### src/rtl/cpu_datapath.sv
// Execution datapath of the accumulator CPU: PC, IR, accumulator, register file,
// ALU and Z/C flags, driven cycle-by-cycle by the controller's strobes.
module cpu_datapath #(
  parameter int DATA_W = 8,
  parameter int PC_W   = 8,
  parameter int REG_AW = 4
) (
  input  logic              clk,
  input  logic              CLB,
  input  logic              LoadIR,
  input  logic              IncPC,
  input  logic              SelPC,
  input  logic              LoadPC,
  input  logic              LoadReg,
  input  logic              LoadAcc,
  input  logic [1:0]        SelAcc,
  input  logic [3:0]        SelALU,
  input  logic [DATA_W+3:0] InstrIn,
  input  logic [DATA_W-1:0] DataIn,
  output logic [3:0]        Opcode,
  output logic              Z,
  output logic              C,
  output logic [PC_W-1:0]   PCOut,
  output logic [DATA_W-1:0] AccOut
);

  localparam int IR_W   = DATA_W + 4;
  localparam int N_REGS = 2 ** REG_AW;
  localparam logic [DATA_W:0] ONE = {{DATA_W{1'b0}}, 1'b1};

  typedef enum logic [3:0] {
    ALU_ADD  = 4'h0,
    ALU_SUB  = 4'h1,
    ALU_AND  = 4'h2,
    ALU_OR   = 4'h3,
    ALU_XOR  = 4'h4,
    ALU_NOT  = 4'h5,
    ALU_SHL  = 4'h6,
    ALU_SHR  = 4'h7,
    ALU_INC  = 4'h8,
    ALU_DEC  = 4'h9,
    ALU_ADC  = 4'hA,
    ALU_PASS = 4'hB
  } alu_op_e;

  typedef enum logic [1:0] {
    ACC_ALU  = 2'b00,
    ACC_REG  = 2'b01,
    ACC_IMM  = 2'b10,
    ACC_DATA = 2'b11
  } acc_sel_e;

  logic [PC_W-1:0]   pc_q, pc_d;
  logic [IR_W-1:0]   ir_q;
  logic [DATA_W-1:0] acc_q, acc_d;
  logic              z_q, c_q;
  logic [DATA_W-1:0] rf_q [N_REGS];

  logic [REG_AW-1:0] rf_addr;
  logic [DATA_W-1:0] rf_rd;
  logic [DATA_W:0]   a_ext, b_ext, alu_wide;
  logic [DATA_W-1:0] alu_res;
  logic              alu_cout;
  logic              flags_we;

  assign rf_addr = ir_q[REG_AW-1:0];
  assign rf_rd   = rf_q[rf_addr];
  assign a_ext   = {1'b0, acc_q};
  assign b_ext   = {1'b0, rf_rd};

  // The ALU is computed one bit wide so bit DATA_W carries carry/borrow/shift-out.
  always_comb begin
    // NOTE: every comb output gets a default first, so no path can infer a latch.
    alu_wide = a_ext;
    case (alu_op_e'(SelALU))
      ALU_ADD:  alu_wide = a_ext + b_ext;
      ALU_SUB:  alu_wide = a_ext - b_ext;
      ALU_AND:  alu_wide = {1'b0, acc_q & rf_rd};
      ALU_OR:   alu_wide = {1'b0, acc_q | rf_rd};
      ALU_XOR:  alu_wide = {1'b0, acc_q ^ rf_rd};
      ALU_NOT:  alu_wide = {1'b0, ~acc_q};
      ALU_SHL:  alu_wide = {acc_q, 1'b0};
      ALU_SHR:  alu_wide = {acc_q[0], 1'b0, acc_q[DATA_W-1:1]};
      ALU_INC:  alu_wide = a_ext + ONE;
      ALU_DEC:  alu_wide = a_ext - ONE;
      ALU_ADC:  alu_wide = a_ext + b_ext + {{DATA_W{1'b0}}, c_q};
      ALU_PASS: alu_wide = b_ext;
      default:  alu_wide = a_ext;
    endcase
  end

  assign alu_res  = alu_wide[DATA_W-1:0];
  assign alu_cout = alu_wide[DATA_W];

  always_comb begin
    acc_d = acc_q;
    case (acc_sel_e'(SelAcc))
      ACC_ALU:  acc_d = alu_res;
      ACC_REG:  acc_d = rf_rd;
      ACC_IMM:  acc_d = ir_q[DATA_W-1:0];
      ACC_DATA: acc_d = DataIn;
      default:  acc_d = acc_q;
    endcase
  end

  // A jump target always comes from the IR/Acc held before this edge.
  always_comb begin
    pc_d = pc_q;
    if (LoadPC)     pc_d = SelPC ? ir_q[PC_W-1:0] : acc_q[PC_W-1:0];
    else if (IncPC) pc_d = pc_q + 1'b1;
  end

  assign flags_we = LoadAcc && (acc_sel_e'(SelAcc) == ACC_ALU);

  // NOTE: state uses non-blocking assignments so every register samples pre-edge
  // values; that is what makes a same-cycle RF read and write behave as a swap.
  always_ff @(posedge clk or negedge CLB) begin
    if (!CLB) begin
      pc_q  <= '0;
      ir_q  <= '0;
      acc_q <= '0;
      z_q   <= 1'b0;
      c_q   <= 1'b0;
    end else begin
      pc_q <= pc_d;
      if (LoadIR)  ir_q  <= InstrIn;
      if (LoadAcc) acc_q <= acc_d;
      if (flags_we) begin
        z_q <= (alu_res == '0);
        c_q <= alu_cout;
      end
    end
  end

  // NOTE: the register file is cleared on reset because programs may read a
  // register before writing it; this keeps it in flops rather than a RAM macro.
  always_ff @(posedge clk or negedge CLB) begin
    if (!CLB) begin
      for (int i = 0; i < N_REGS; i++) rf_q[i] <= '0;
    end else if (LoadReg) begin
      rf_q[rf_addr] <= acc_q;
    end
  end

  assign Opcode = ir_q[IR_W-1:DATA_W];
  assign Z      = z_q;
  assign C      = c_q;
  assign PCOut  = pc_q;
  assign AccOut = acc_q;

endmodule

### config.mk
export PLATFORM = sky130hd
export DESIGN_NAME = cpu_datapath
export DESIGN_NICKNAME = d
export VERILOG_FILES = /design/src/rtl/cpu_datapath.sv
export SDC_FILE = /design/constraint.sdc
export NUM_CORES = 1
export LEC_CHECK = 0
export ABC_AREA = 0
export CORE_UTILIZATION = 34
export DETAILED_ROUTE_END_ITERATION = 6
export PLACE_DENSITY = 0.48
export SLEW_MARGIN = 25
export SYNTH_ARGS = -nofsm -noshare
export SYNTH_HDL_FRONTEND = slang
export SYNTH_SLANG_ARGS = --single-unit
### constraint.sdc
create_clock -name clk -period 9.5 [get_ports clk]
set_input_delay 1.9 -clock clk [delete_from_list [all_inputs] [get_ports clk]]
set_output_delay 1.9 -clock clk [all_outputs]
set_load 0.005 [all_outputs]
==> parameters.txt, run 1 <==
Parameter                              Value

Outcome
  Run status    complete, but fails checks
  Violations in the final reports    DRC

Detailed routing
  Via count    6623
  DRT antenna net count    0
  Routed vias/inst    roughly 5.5
  Count of TritonRoute iterations in the first routing pass    7
  Starting DRT DRC Count    536
  DRC violations left    4
  Routed wire length    26340 µm
  Post-DR wirelength/cell    21.93 µm

Floorplanning
  Core Footprint    approximately 26000 µm²
  Initial standard-cell utilization of the core    a little over a third
  Total Die Area    ~28000 µm²
  Chip Height    around 170 µm
  Chip width    166.4 µm
  Top-level port count    56
  Site row count    around 60

Synthesis
  Netlist area before placement    roughly 9000 µm²
  Post-synthesis net count    883
  Post-synthesis sequential area ratio    a little over two fifths
  Prevailing post-synth register cell    dfrtp_1
  Top cell type's share of synthesized area    43.05%
  Dominant cells by area after synthesis    dfrtp_1 43%, mux2_2 12%, mux4_2 9.6%, ha_1 3.8%, nand2_1 3.6%
  Count leader, synth    dfrtp_1
  Count of warnings emitted by yosys    0
  Number of unique standard cell types used by synthesis    70
  Number of synthesized flops with an enable pin    0
  Count of mapped cells out of synthesis    819
  Register bit total from synthesis    roughly 160
  Syn avg cell area    around 11 µm²
  Fraction of registers with async set/reset    100.0%
  Library cell occupying the most area in the post-synthesis netlist    dfrtp_1
  Top post-synthesis cells by count    158 x dfrtp_1, 99 x mux2_2, 87 x nand2_1, 63 x o21ai_0, 46 x nor2_1

Place
  Number of input and output port buffers inserted    55
  Weighted congestion at the end of routability-driven global placement    0.9046
  Count of placed standard cells including taps    1169
  DP HPWL    18290 µm

Timing
  Part of the cycle the worst path needs    a little over half
  Post-route worst hold slack    approximately 0.48 ns
  Worst clock skew on the final layout    between 0.015 and 0.02 ns
  Final hold viol count    0
  Setup repair after global routing missed its margin    no
  Sum Neg Setup Slack    0 ns
  Worst slew pin tran    1.049 ns
  Final slew viol count    0
  Maximum frequency from static timing analysis    about 190 MHz
  Setup Viol. Count Final    0
  Remaining max-slew budget at the tightest pin    29.90%
  Final min period    about 5.2 ns

Clock network
  Post-CTS sizing    0
  Setup repair bufs after CTS    0
  H-tree depth reported by CTS    4
  TritonCTS Buffers    17
  Number of hold-repair buffers added at the cts stage    0
  Clock buffer depth    2
  CTS tree    yes
  Clock network latency to the later pin of the worst-skew pair    between 0.4 and 0.5 ns
  Clock transition at path regs    0.07 ns
  Clock Sinks    between 150 and 200
  Clock Root Buffer    clkbuf_16

Global routing
  Antenna violations before repair    0
  Maximum number of pins on one net before global-route repair    100
  GRT Util Overall    19.75%
  Residual overflow from global routing    0
  Global-route wire length before repair    between 40000 and 50000 µm
  Vias in the first global route    6628

Worst setup path
  Startpoint types    primary input
  Critical path data required time    roughly 9.8 ns
  Critical path type    primary input to flop
  Maximum fanout along the worst path    28
  Endpoint class of the critical path    flop
  Worst path arrival time    approximately 5.6 ns

Hold path
  Hold WC Path Type    flop to flop

Layout
  Post-layout instance count excluding filler cells    roughly 1200
  Diodes inserted    0
  Footprint of the multi-input gates    between 4000 and 5000 µm²
  Count of filler cells inserted in the layout    roughly 2600
  Finished Core Util    40.35%
  Ratio of cells with drive above 1 in the final layout    between 20% and 30%
  Synthesis-to-finish area growth    15.46%
  Post-layout nets    between 900 and 1000
  FF/Latch Area    around 4000 µm²

Power and ir drop
  Worst VDD drop    ~0.13 mV
  Total leakage power    between 4 and 5 nW
  Pwr Density    roughly 270 nW/µm²
  Overall power    2.891 mW

Job
  Reported max-cap violation count    0
-- power breakdown --
group          internal, mW  switching (mW)
registers             0.922           0.147
clock network         0.376           0.316
logic                 0.557           0.574
-- cell usage in the layout, fill, tap and decap left out, types with 4 or more instances in the layout --
cell	instances
dfrtp_1	156
mux2_2	99
nand2_1	87
o21ai_0	63
clkdlybuf4s50_1	54
nor2_1	45
mux4_2	39
a21oi_1	36
ha_1	28
inv_1	21
mux2i_1	17
clkbuf_16	17
buf_4	14
nand2b_1	13
nand3_1	13
xnor2_1	9
nor2b_1	9
nor3_1	9
or3_1	7
xor2_1	7
o21ai_1	6
inv_6	6
mux4_1	5
nand4_1	5
a211oi_1	5
a211o_1	4
o21a_1	4
a221oi_1	4
a31oi_1	4
-- through the flow --
stage | instance area (µm²) | setup WS (ns)
CTS | 10600 | 4.285
detailed placement | 10000 | 3.877
floorplan | 9185 | 4.559
global placement | 10000 | 3.981
finish | 10610 | 4.281
global route | 10610 | 4.028
-- cells by family after synthesis --
logic type	Yosys count	synth area share (%)
and+or+nand+nor	209	10.53
AOI/OAI and AO/OA	166	11.35
xor gates and xnor gates	17	1.771
DFF	158	43.05
adders and majority gates	30	4.250
muxes	161	25.23
buffers and inverters	78	3.828
-- critical path, cell delays in order --
cell	delay [ns]
clkdlybuf4s50_1	0.46
buf_4	0.29
nor2_1	0.10
nand2_1	0.25
nor2_1	0.19
a21oi_1	0.22
inv_1	0.09
fa_1	0.51
nor3_1	0.05
a311o_1	0.32
a221oi_1	0.27
a21oi_1	0.13
nor4_1	0.42
nand3_1	0.15
o31ai_2	0.19
-- routing by layer --
metal	vias up	wire length, µm	global-route usage (%)
li1	3080	-	-
met1	3350	12890	28.27
met2	165	11900	30.49
met3	28	1041	3.313
met4	0	502	6.200
met5	-	0	0
-- cell type report --
| class | instances | area share, % |
|---|---|---|
| multi-input combinational | 583 | 46.04 |
| tap | 335 | 3.952 |
| timing repair buffer | 69 | 6.218 |
| clock inverter | 15 | 1.628 |
| clock buffer | 17 | 4.011 |
| sequential | 158 | 37.31 |
| inverter | 24 | 0.8495 |
-- flip-flops by register name, indices dropped and copies added, names as in the netlist --
name    count
PCOut       8
Z           1
rf_q      128
AccOut      8
C           1
ir_q       12
-- path summary, 6_finish.rpt --
kind                           start         to  slack (ns)  cells after the start
min reg2reg                rf_q[113]  rf_q[113]        0.48                      2
max in group asynchronous        CLB  rf_q[108]        6.55                      2
min in group asynchronous        CLB   PCOut[0]        1.53                      1
min                        rf_q[113]  rf_q[113]        0.48                      2
max                        SelALU[1]          Z        4.28                     15
max reg2reg                  ir_q[0]          Z        4.30                     13
Power figures use the tool's default switching activity.
==> run 2, diff against run 1 <==
PLACE_DENSITY = 0.49   (was 0.48)
clock period = 4.2 ns   (was 9.5 ns; I/O delays follow)
==> run 2 against run 1 <==
  * The flow still finishes with violations (DRC)
  * Worst hold slack better by 0.0027 ns
  * Routed wire length increased by 3.7%
  * Worst setup slack worse by 4.2 ns
  * Final cell count is 4.8% higher
  * Register-to-register slack got worse by 4.2 ns
  * Critical path type is now flop to flop
  * Non-clock buffer count grew 58
  * First-iteration DRC count decreased by 23%
  * Core utilization increased by 2.4 points
  * Largest cell class unchanged
  * Sequential power rose by 130%
  * Power rose by 140%
  * Clock power up 120%
==> parameters.txt, run 2 (same netlist as run 1, synthesis figures left out) <==
Parameter                              Value

Worst setup path
  Worst reg2reg startpoint    ir_q[0]
  Maximum fanout along the worst path    8 (-71%)
  Register-to-Register Path Depth    13 (unchanged)
  Crit path launch    ir_q[0]
  Startpoint types    flop
  Critical path type    flop to flop
  Endpoint class of the critical path    flop
  Critical path data required time    4.49 ns (-5.35 ns)
  Register-to-Register Setup Slack    0.07 ns (-4.23 ns)
  Worst reg2reg endpoint    C
  Worst path arrival time    4.42 ns (-1.14 ns)

Floorplanning
  Site row count    59 (unchanged)
  Top-level port count    56 (unchanged)
  Chip Height    166.4 µm (unchanged)
  Core Footprint    26280 µm² (unchanged)
  Initial standard-cell utilization of the core    34.95% (unchanged)
  Chip width    166.4 µm (unchanged)
  Total Die Area    27680 µm² (unchanged)

Hold path
  Hold path cells    2 (unchanged)
  Launch instance of the worst min-delay path    rf_q[110]
  Hold WC Path Type    flop to flop
  Destination of the worst hold path    rf_q[110]

Timing
  Final slew viol count    0 (unchanged)
  Final hold viol count    0 (unchanged)
  Maximum frequency from static timing analysis    about 240 MHz
  Remaining max-slew budget at the tightest pin    33.63% (+3.7 points)
  Worst slew pin tran    0.9918 ns (-0.05755 ns)
  Sum Neg Setup Slack    0 ns (unchanged)
  Setup repair after global routing missed its margin    yes
  Setup Viol. Count Final    0 (unchanged)
  Part of the cycle the worst path needs    just under 100%
  Setup slack of the critical path after layout    0.07236 ns (-4.209 ns)
  Final min period    ~4.1 ns
  Worst clock skew on the final layout    0.009715 ns (-0.006744 ns)

Global routing
  Residual overflow from global routing    0 (unchanged)
  GRT Util Overall    20.29% (+0.54 points)
  Antenna violations before repair    0 (unchanged)
  Maximum number of pins on one net before global-route repair    86 (-14%)
  Global-route wire length before repair    42760 µm (+3.9%)
  Vias in the first global route    6998 (+5.6%)

Place
  Number of input and output port buffers inserted    55 (unchanged)
  Post-placement setup slack    0.009007 ns (-3.868 ns)
  DP HPWL    19300 µm (+5.5%)
  Weighted congestion at the end of routability-driven global placement    0.8823 (-2.5%)
  Standard cell area after detailed placement    10390 µm² (+3.8%)

Clock network
  Clock Root Buffer    clkbuf_16
  Clock network latency to the later pin of the worst-skew pair    0.43 ns (about the same)
  CTS tree    yes
  H-tree depth reported by CTS    4 (unchanged)
  Clock buffer depth    2 (unchanged)
  Clock Sinks    158 (unchanged)
  TritonCTS Buffers    17 (unchanged)
  Clock transition at path regs    0.07 ns (about the same)

Layout
  Ratio of cells with drive above 1 in the final layout    30.30% (+7.9 points)
  Most frequent standard cell in the layout excluding fill and tap cells    dfrtp_1
  Post-route standard cell area excluding fillers    11230 µm² (+5.9%)
  Diodes inserted    0 (unchanged)
  Largest register FFs    128 (unchanged)
  Commonest cells after routing, fill and taps aside    155 x dfrtp_1, 99 x mux2_2, 87 x nand2_1
  Largest reg by FF count    rf_q
  Synthesis-to-finish area growth    22.22%
  Registers with the most flip-flops    rf_q (128), ir_q (12)
  Post-layout nets    975 (+6.3%)

Power and ir drop
  Overall power    6.835 mW (+140%)
  Pwr Density    608.9 nW/µm² (+120%)
  Worst VDD drop    0.2577 mV (+100%)
  Total leakage power    4.768 nW (+6.6%)

Detailed routing
  DRT antenna net count    0 (unchanged)
  Count of TritonRoute iterations in the first routing pass    7 (unchanged)
  Routed vias/inst    5.457 (-1.0%)
  DRC violations left    3 (-1)
  Routed wire length    27310 µm (+3.7%)
  Post-DR wirelength/cell    21.69 µm (-1.1%)
  Starting DRT DRC Count    411 (-23%)
  Via count    6870 (+3.7%)

Job
  Reported max-cap violation count    0 (unchanged)

Outcome
  Violations in the final reports    DRC
  Run status    complete, but fails checks
[run 2: changes by cell type in the layout (fill, tap and decap cells not counted), moves of 3 or more]
cell    previous run  this run
buf_12             0         3
buf_4             14        64
buf_6              0         5
ha_1              28        22
ha_4               0         4
inv_1             21        18
inv_2              0         3
[run 2: worst max-delay path, stage by stage (launching register included)]
cell and delay (ns):
dfrtp_2 0.45, clkbuf_16 0.19, mux4_2 0.51, mux4_2 0.60
inv_2 0.11, ha_4 0.20, a211o_1 0.33, a21o_1 0.22
a2111oi_2 0.34, or3_4 0.22, xnor2_2 0.08, or4_1 0.52
nand3_1 0.10, a41oi_1 0.11
[run 2: through the flow]
| stage | hold slack [ns] | instances | utilization (%) |
|---|---|---|---|
| floorplan | 0.4416 | 819 | - |
| global placement | 0.4593 | 1215 | 39.52 |
| detailed placement | 0.4627 | 1215 | 39.52 |
| CTS | 0.4773 | 1247 | 41.68 |
| global route | 0.5085 | 1259 | 42.72 |
| finish | 0.4804 | 1259 | 42.72 |
[run 2: worst max path at each step]
stage | to | slack, ns | cells after the start
2_1_floorplan | C | 0.18 | 12
3_3_place_gp | AccOut[5] | -0.002 | 14
3_5_place_dp | Z | 0.009 | 14
4_1_cts | AccOut[1] | 0.001 | 13
5_1_grt | C | -0.1 | 13
6_report | C | 0.07 | 13
[run 2: area by class of cell]
type                    instances  area, µm²
clock buffers                  20      456.7
multi-input cells             583       5032
inverters                      24      90.09
flip-flops and latches        158       3960
fillers                      2535      15050
well taps                     335      419.2
clock inverters                12      105.1
repair buffers                127       1162
[run 2: what timing repair did]
item / 4_1_cts / 5_1_grt
gates resized for setup: 1 / 43
endpoints found under the setup margin: 2 / 7
pin swaps: 0 / 23
setup buffers: 0 / 11
cloned: 0 / 1
hold buffers: 0 / 0
[run 2: per-layer routing]
| layer | wire (µm) | up-vias | part of all wire, % | global-route usage (%) |
|---|---|---|---|---|
| li1 | - | 3190 | - | - |
| met1 | 13100 | 3494 | 48 | 29.34 |
| met2 | 12650 | 161 | 46 | 31.53 |
| met3 | 1076 | 25 | 3.9 | 2.955 |
| met4 | 485 | 0 | 1.8 | 5.878 |
| met5 | 0 | - | 0 | 0 |
[run 2: power breakdown]
part	switching, mW	internal (mW)	total (mW)
Combinational	1.39	1.54	2.93
Sequential	0.325	2.09	2.41
Clock	0.690	0.805	1.50
==> run 3, diff against run 2 <==
CORE_UTILIZATION = 39   (was 34)
GPL_TIMING_DRIVEN = 0   (was not set)
PLACE_DENSITY = 0.55   (was 0.49)
==> run 3 against run 2 <==
  * The run ends with setup timing left
  * Die area is 13% lower
  * Routed wire length is 2.3% higher
  * Global-route usage is 4.1 points higher
  * Critical path depth stayed put
  * Clock-buffer cell count is 3 lower
  * First-iteration DRC count is 24% higher
  * Sequential cell count stayed put
  * Critical endpoint is now AccOut[1]
  * Largest power group unchanged
==> parameters.txt, run 3 (same netlist as run 1, synthesis figures left out) <==
Parameter                              Value

Clock network
  Clock transition at path regs    0.08 ns (about the same)
  TritonCTS Buffers    17 (unchanged)
  Clock Root Buffer    clkbuf_16
  Clock buffer depth    2 (unchanged)
  H-tree depth reported by CTS    4 (unchanged)
  Clock network latency to the later pin of the worst-skew pair    0.44 ns (about the same)
  Clock Sinks    158 (unchanged)
  CTS tree    yes

Place
  DP HPWL    19470 µm (+0.88%)
  Count of placed standard cells including taps    1185 (-2.5%)
  Weighted congestion at the end of routability-driven global placement    0.9010 (+2.1%)
  Post-placement setup slack    -1.063 ns (-1.072 ns)
  Number of input and output port buffers inserted    51 (-7.3%)

Worst setup path
  Startpoint types    flop
  Critical path type    flop to flop
  Maximum fanout along the worst path    5 (-3)
  Worst path arrival time    4.59 ns (+0.17 ns)
  Register-to-Register Path Depth    13 (unchanged)
  Worst reg2reg startpoint    ir_q[0]
  Critical path data required time    4.49 ns (about the same)
  Crit path launch    ir_q[0]
  Endpoint class of the critical path    flop

Layout
  Synthesis-to-finish area growth    23.67%
  Registers with the most flip-flops    rf_q (128), ir_q (12)
  Post-layout nets    975 (unchanged)
  Commonest cells after routing, fill and taps aside    157 x dfrtp_1, 99 x mux2_2, 86 x nand2_1
  Diodes inserted    0 (unchanged)
  Post-layout instance count excluding filler cells    1237 (-1.7%)
  Most frequent standard cell in the layout excluding fill and tap cells    dfrtp_1
  Largest reg by FF count    rf_q
  Count of filler cells inserted in the layout    2071 (-18%)
  Largest register FFs    128 (unchanged)
  Ratio of cells with drive above 1 in the final layout    28.90% (-1.4 points)

Detailed routing
  Routed vias/inst    5.722 (+4.9%)
  Starting DRT DRC Count    511 (+24%)
  Routed wire length    27920 µm (+2.3%)
  DRT antenna net count    0 (unchanged)
  Post-DR wirelength/cell    22.57 µm (+4.1%)
  Count of TritonRoute iterations in the first routing pass    5 (-2)
  DRC violations left    0 (-3)
  Via count    7078 (+3.0%)

Timing
  Final slew viol count    0 (unchanged)
  Worst slew pin tran    1.090 ns (+0.09823 ns)
  Final min period    4.301 ns (+0.1737 ns)
  Maximum frequency from static timing analysis    232.5 MHz (-4.0%)
  Final hold viol count    0 (unchanged)
  Setup repair after global routing missed its margin    yes
  Post-route worst hold slack    0.2824 ns (-0.1979 ns)
  Sum Neg Setup Slack    -0.3462 ns (-0.3462 ns)
  Setup slack of the critical path after layout    -0.1014 ns (-0.1737 ns)
  Setup Viol. Count Final    7 (+7)
  Part of the cycle the worst path needs    102.4% (+4.1 points)
  Worst clock skew on the final layout    0.01877 ns (+0.009057 ns)
  Remaining max-slew budget at the tightest pin    27.06% (-6.6 points)

Global routing
  GRT Util Overall    24.36% (+4.1 points)
  Global-route wire length before repair    43360 µm (+1.4%)
  Maximum number of pins on one net before global-route repair    65 (-24%)
  Vias in the first global route    7178 (+2.6%)
  Antenna violations before repair    0 (unchanged)
  Residual overflow from global routing    0 (unchanged)

Floorplanning
  Chip width    155.5 µm (-6.5%)
  Total Die Area    24170 µm² (-13%)
  Top-level port count    56 (unchanged)
  Core Footprint    22850 µm² (-13%)
  Initial standard-cell utilization of the core    40.20% (+5.3 points)
  Site row count    55 (-6.8%)
  Chip Height    155.5 µm (-6.5%)

Outcome
  Violations in the final reports    setup timing
  Run status    complete, but fails checks

Power and ir drop
  Total leakage power    4.723 nW (-0.93%)
  Overall power    7.017 mW (+2.7%)
  Worst VDD drop    0.3424 mV (+33%)
  Pwr Density    617.7 nW/µm² (+1.4%)

Hold path
  Hold WC Path Type    primary input to async pin

Job
  Reported max-cap violation count    0 (unchanged)
run 3: routing by layer:
metal | GRT usage (%) | vias to the layer above | wire (µm)
li1 | - | 3200 | -
met3 | 3.621 | 42 | 1426
met4 | 8.543 | 0 | 686
met2 | 37.88 | 233 | 12930
met1 | 34.69 | 3603 | 12880
met5 | 0 | - | 0
run 3: cell type report:
| cell class | count | area (µm²) | area share [%] |
|---|---|---|---|
| plain buffers | 54 | 322.8 | 2.842 |
| clock buffers | 17 | 425.4 | 3.745 |
| clock inverters | 15 | 193.9 | 1.707 |
| inverters | 24 | 90.09 | 0.7930 |
| multi-input cells | 583 | 5213 | 45.89 |
| flip-flops and latches | 158 | 3955 | 34.82 |
| well taps | 313 | 391.6 | 3.448 |
| repair buffers | 73 | 768.2 | 6.763 |
run 3: metrics by stage:
stage	area [µm²]	utilization, %
after floorplan	9185	-
after global placement	10090	44.15
after detailed placement	10150	44.43
after CTS	11140	48.77
after global routing	11360	49.72
final	11360	49.72
run 3: worst max-delay path, cell delays in order, from the launching register on:
cell and delay (ns):
dfrtp_2 0.51, buf_12 0.16, mux4_2 0.51, mux4_2 0.59, ha_4 0.21, fa_2 0.57, ha_4 0.21, a22oi_2 0.18
o32ai_2 0.12, a221oi_2 0.34, a21oi_2 0.11, mux4_2 0.48, nand2_1 0.08, o21ai_1 0.07
run 3: worst paths after layout:
check / end / slack, ns
setup / recovery: AccOut[1] / -0.10
hold / removal: rf_q[82] / 0.28
setup reg to reg: AccOut[1] / -0.10
hold reg to reg: rf_q[118] / 0.48
max in group asynchronous: C / 3.27
min in group clk: rf_q[118] / 0.48
run 3: power by group:
part | internal [mW] | switching (mW) | total [mW]
clock | 0.861 | 0.744 | 1.61
combinational | 1.52 | 1.45 | 2.97
sequential | 2.08 | 0.359 | 2.44
total | 4.47 | 2.55 | 7.02
run 3: timing repair:
item,in CTS,in global routing
pin swaps,16,27
endpoints found under the setup margin,10,9
hold buffers,0,0
setup buffers,10,8
gates cloned,2,0
endpoints found under the hold margin,0,0
resized for setup,61,33
